<file path="config.mk">
export PLATFORM = sky130hd
export DESIGN_NAME = pc_unit
export DESIGN_NICKNAME = d
export VERILOG_FILES = /design/src/rtl/pc_unit.sv
export SDC_FILE = /design/constraint.sdc
export NUM_CORES = 1
export LEC_CHECK = 0
export ABC_AREA = 0
export BUFFER_PORTS_ARGS = -buffer_cell sky130_fd_sc_hd__buf_2
export CORE_MARGIN = 2
export CORE_UTILIZATION = 40
export CTS_CLUSTER_DIAMETER = 80
export DETAILED_ROUTE_END_ITERATION = 7
export HOLD_SLACK_MARGIN = 0.03
export PLACE_DENSITY = 0.69
export SLEW_MARGIN = 10
export SYNTH_ARGS = -nofsm -noshare
export SYNTH_HDL_FRONTEND = slang
export SYNTH_SLANG_ARGS = --single-unit
</file>
<file path="constraint.sdc">
create_clock -name clk -period 6.1 [get_ports clk]
set_input_delay 0.305 -clock clk [delete_from_list [all_inputs] [get_ports clk]]
set_output_delay 0.305 -clock clk [all_outputs]
set_load 0.05 [all_outputs]
</file>
<file path="src/rtl/pc_unit.sv">
// Fetch-stage program counter: prioritised next-PC selection, exception PC,
// and a circular return-address stack for call/return prediction.
module pc_unit #(
  parameter int               WIDTH        = 32,
  parameter logic [WIDTH-1:0] RESET_VECTOR = '0,
  parameter logic [WIDTH-1:0] TRAP_VECTOR  = WIDTH'(32'h0000_0180),
  parameter int               INC          = 4,
  parameter int               RAS_DEPTH    = 4
) (
  input  logic                    clk,
  input  logic                    rst,
  input  logic                    stall,
  input  logic                    exc,
  input  logic                    eret,
  input  logic                    br_taken,
  input  logic signed [WIDTH-1:0] br_offset,
  input  logic                    jmp,
  input  logic        [WIDTH-1:0] jmp_target,
  input  logic                    jr,
  input  logic        [WIDTH-1:0] jr_target,
  input  logic                    call,
  input  logic                    ret,
  output logic        [WIDTH-1:0] pc_o,
  output logic        [WIDTH-1:0] pc_plus4_o,
  output logic        [WIDTH-1:0] epc_o,
  output logic                    ras_empty_o,
  output logic                    ras_full_o,
  output logic                    misalign_o
);

  localparam int               PTR_W   = $clog2(RAS_DEPTH);
  localparam int               CNT_W   = PTR_W + 1;
  localparam logic [CNT_W-1:0] CNT_MAX = CNT_W'(RAS_DEPTH);

  logic [WIDTH-1:0] ras_mem [RAS_DEPTH];
  logic [PTR_W-1:0] ras_top;
  logic [CNT_W-1:0] ras_cnt;
  logic [WIDTH-1:0] pc_nxt;
  logic             ras_push;
  logic             ras_pop;
  logic             ras_replace;
  logic [PTR_W-1:0] ras_wr_ptr;

  function automatic logic [CNT_W-1:0] cnt_sat_inc(input logic [CNT_W-1:0] c);
    return (c == CNT_MAX) ? c : c + 1'b1;
  endfunction

  function automatic logic [CNT_W-1:0] cnt_sat_dec(input logic [CNT_W-1:0] c);
    return (c == '0) ? c : c - 1'b1;
  endfunction

  assign pc_plus4_o  = pc_o + WIDTH'(INC);
  assign misalign_o  = |pc_o[1:0];
  assign ras_empty_o = (ras_cnt == '0);
  assign ras_full_o  = (ras_cnt == CNT_MAX);

  // call only acts when a ret/jr/jmp source actually wins the PC mux
  always_comb begin
    pc_nxt   = pc_plus4_o;
    ras_push = 1'b0;
    ras_pop  = 1'b0;
    if (exc) begin
      pc_nxt = TRAP_VECTOR;
    end else if (eret) begin
      pc_nxt = epc_o;
    end else if (stall) begin
      pc_nxt = pc_o;
    end else if (ret) begin
      pc_nxt   = ras_empty_o ? jr_target : ras_mem[ras_top];
      ras_pop  = 1'b1;
      ras_push = call;
    end else if (jr) begin
      pc_nxt   = jr_target;
      ras_push = call;
    end else if (jmp) begin
      pc_nxt   = jmp_target;
      ras_push = call;
    end else if (br_taken) begin
      pc_nxt = pc_o + $unsigned(br_offset);
    end
  end

  // call+ret on a non-empty stack rewrites the top in place
  assign ras_replace = ras_push && ras_pop && !ras_empty_o;
  assign ras_wr_ptr  = ras_replace ? ras_top : ras_top + 1'b1;

  // Register stage: PC, EPC and RAS bookkeeping
  always_ff @(posedge clk) begin
    if (rst) begin
      pc_o    <= RESET_VECTOR;
      epc_o   <= '0;
      ras_top <= '0;
      ras_cnt <= '0;
    end else begin
      pc_o <= pc_nxt;
      if (exc) epc_o <= pc_o;
      if (ras_replace) begin
        ras_cnt <= ras_cnt;
      end else if (ras_push) begin
        ras_top <= ras_top + 1'b1;
        ras_cnt <= cnt_sat_inc(ras_cnt);
      end else if (ras_pop && !ras_empty_o) begin
        ras_top <= ras_top - 1'b1;
        ras_cnt <= cnt_sat_dec(ras_cnt);
      end
    end
  end

  always_ff @(posedge clk) begin
    if (!rst && ras_push) ras_mem[ras_wr_ptr] <= pc_plus4_o;
  end

endmodule

</file>
==> metrics.md <==
| Metric | Value |
|---|---|
| Status | `finished clean` |
| WP data required | `5790 ps` |
| Cell row count | `61` |
| Post-CTS Setup Bufs | `0` |
| Worst Hold Class | `input port to register` |
| Max-cap viol count | `0` |
| Via density | `5.972` |
| Pwr Total | `0.003216 W` |
| Core ar. | `28010 sq um` |
| Routed len/inst | `23.17 microns` |
| Number of buffers created by CTS | `17` |
| Die Area | `30030 sq um` |
| Leading cell types by total area after synthesis | `edfxtp_1 34%, dfxtp_1 12%, mux4_2 6.3%` |
| Diode count | `0` |
| Post-layout util | `48.07%` |
| Drt initial violations | `1193` |
| First-pass GRT wire length | `58.75 mm` |
| Remaining Overflow, GRT | `0` |
| Crit-path max FO | `8` |
| DP Wirelength | `28.78 mm` |
| Leakage | `5.394 nW` |
| Hold Path Depth | `3` |
| Fmax | `279.1 MHz` |
| RSZ-0062 raised after global routing | `false` |
| Synthesis-stage register bit count | `199` |
| Commonest non-fill, non-tap cell in the layout | `buf_2` |
| Comb power frac | `16.6%` |
| Die Span X | `173.3 microns` |
| CTS clk-pin slew, worst paths | `80 ps` |
| Layout cell share with drive strength beyond 1 | `24.20%` |
| Cell area power density | `238.8 nW/um^2` |
| Part of the power in registers | `45.7%` |
| Root Driver | `clkbuf_16` |
| Sw frac | `30.91%` |
| Final Hold Vio Count | `0` |
| VDD IR-drop max | `0.1735 mV` |
| Clock Path Buffers | `2` |
| Htree depth | `4` |
| CP Capture Type | `primary output` |
| Psw | `0.0009939 W` |
| Synth cell types | `82` |
| WP data arrival | `3280 ps` |
| Sink Count | `199` |
| Tmin final | `3583 ps` |
| Clock share of power | `37.7%` |
| Io pins | `205` |
| Pre-CTS WS | `2701 ps` |
| Async SR Flop Fraction | `0%` |
| GR Util All Layers | `25.60%` |
| Initial core utilization | `40.92%` |
| TritonCTS clock tree | `built` |
| Initial antenna violation count | `1` |
| Hold WS | `174.3 ps` |
| Vias in the first global route | `9327` |
| Main synth FF type | `edfxtp_1` |
| Startpoint Class | `register` |
| Final slew viol count | `0` |
| Via count | `10081` |
| Post-Route Skew | `13.16 ps` |
| Area growth from synthesis to layout | `17.47%` |
| IO buf count | `204` |
| Syn Inst Count | `1130` |
| Tcrit/Tclk final | `58.74%` |
| Final antenna-violating net count | `0` |
| Worst-Skew Late Latency | `450 ps` |
| Final setup vio count | `0` |
| DRC viols | `0` |
| Max_slew headroom | `30.69%` |
| 1st-pass router iterations | `6` |
| Critical path class | `register to primary output` |
| Highest-count cells in the layout ignoring fill and taps | `204 x buf_2, 143 x nand2_1, 128 x edfxtp_1, 110 x nor2_1` |
| Fin nets | `1437` |
| Syn_nets | `1270` |
| Hold-fix buffers, CTS | `0` |
| Avg Cell Area, Syn | `10.14 sq um` |
| WL final | `39.11 mm` |
| R2r worst-path depth | `10` |
| Die Ht | `173.3 microns` |
| Fin worst setup slack | `2517 ps` |
| Cell area after synthesis | `11460 sq um` |
| Setup Total Neg Slack | `0 ps` |
| Cell taking the most area after synthesis | `edfxtp_1` |
| # resized after CTS | `0` |
| Gp weighted congestion | `0.9304` |
| Seq/Total Area, Yosys | `45.93%` |
| Largest net degree at the start of global routing | `63` |
| Worst Tran Pin Value | `1036 ps` |
| Post-synth EDFFs | `128` |
| Share of the synthesized area in the top cell type | `33.53%` |
| YS warnings | `0` |
| Cell-internal power | `0.002222 W` |
critical path, stage by stage (launching register included):
cell and delay [ps]:
dfxtp_1 510, ha_1 280, and4_1 260, nand3_1 180, nor3_2 340, nand3_1 150, xnor2_1 710, buf_2 400
synthesized netlist by cell type (all sizes together) (3+ instances only):
library cell,number
o21a,7
o21ai,52
xor2,15
ha,32
a22oi,3
nor2b,8
dfxtp,71
nor3,21
a31oi,9
inv,31
and4,5
a31o,3
o31ai,9
o22ai,7
mux2i,47
a21boi,5
a21oi,75
a311o,3
o41ai,4
or2,7
o221ai,6
mux4,32
a221oi,17
buf,20
nand2b,7
edfxtp,128
xnor2,40
nand4,11
clkbuf,51
nor2,112
o21bai,3
nand3,30
nor4,4
o211a,3
a221o,7
or3,6
a211o,4
and3,12
nand2,143
a21o,16
o211ai,12
a211oi,18
flip-flops by register name, indices dropped and copies added (netlist names), named ones only:
signal   flops
pc_o        30
ras_mem    128
epc_o       32
ras_cnt      3
ras_top      2
power groups by stage:
| stage | combinational (W) | sequential, W | clock [W] |
|---|---|---|---|
| 2_1_floorplan | 0.000317 | 0.00153 | 0 |
| 3_3_place_gp | 0.000522 | 0.00150 | 0 |
| 3_5_place_dp | 0.000523 | 0.00150 | 0 |
| 4_1_cts | 0.000526 | 0.00147 | 0.00122 |
| 5_1_grt | 0.000571 | 0.00147 | 0.00127 |
| 6_report | 0.000534 | 0.00147 | 0.00121 |
layer usage:
| layer | GRT usage [%] | share of wire (%) | vias up |
|---|---|---|---|
| met1 | 38.06 | 43 | 4851 |
| met4 | 7.945 | 2.4 | 2 |
| met3 | 5.395 | 11 | 57 |
| li1 | - | - | 4565 |
| met2 | 37.25 | 43 | 606 |
| met5 | 0 | 0.031 | - |
final timing paths:
| kind | start | end | slack [ps] |
|---|---|---|---|
| setup / recovery | pc_o[2]$_SDFFE_PP0P_ | pc_plus4_o[18] | 2520 |
| hold / removal | jmp_target[10] | pc_o[10]$_SDFFE_PP0P_ | 170 |
| hold reg to reg | epc_o[6]$_SDFFE_PP0P_ | epc_o[6]$_SDFFE_PP0P_ | 530 |
| setup reg to reg | register | pc_o[24]$_SDFFE_PP0P_ | 2900 |
kinds of logic after synthesis:
logic type | synth area share, %
AND/OR/NAND/NOR | 14.76
XOR/XNOR | 4.203
AO/OA/AOI/OAI | 17.14
flip-flops | 45.93
buffers and inverters | 3.504
multiplexers | 10.62
adder cells (fa/ha/maj) | 3.842
final cells by class:
type | count | area [sq um]
Sequential cell | 199 | 5266
Timing Repair Buffer | 219 | 1154
Clock buffer | 17 | 425.4
Tap cell | 378 | 473.0
Fill cell | 2611 | 14550
Inverter | 31 | 116.4
Clock inverter | 15 | 215.2
Multi-Input combinational cell | 829 | 5814
per-stage QoR:
step	instance area, sq um	std cells
floorplan	11460	1130
global placement	12800	1655
detailed placement	12800	1655
CTS	13440	1687
global route	13460	1688
finish	13460	1688
(Power assumes the default switching activity.)
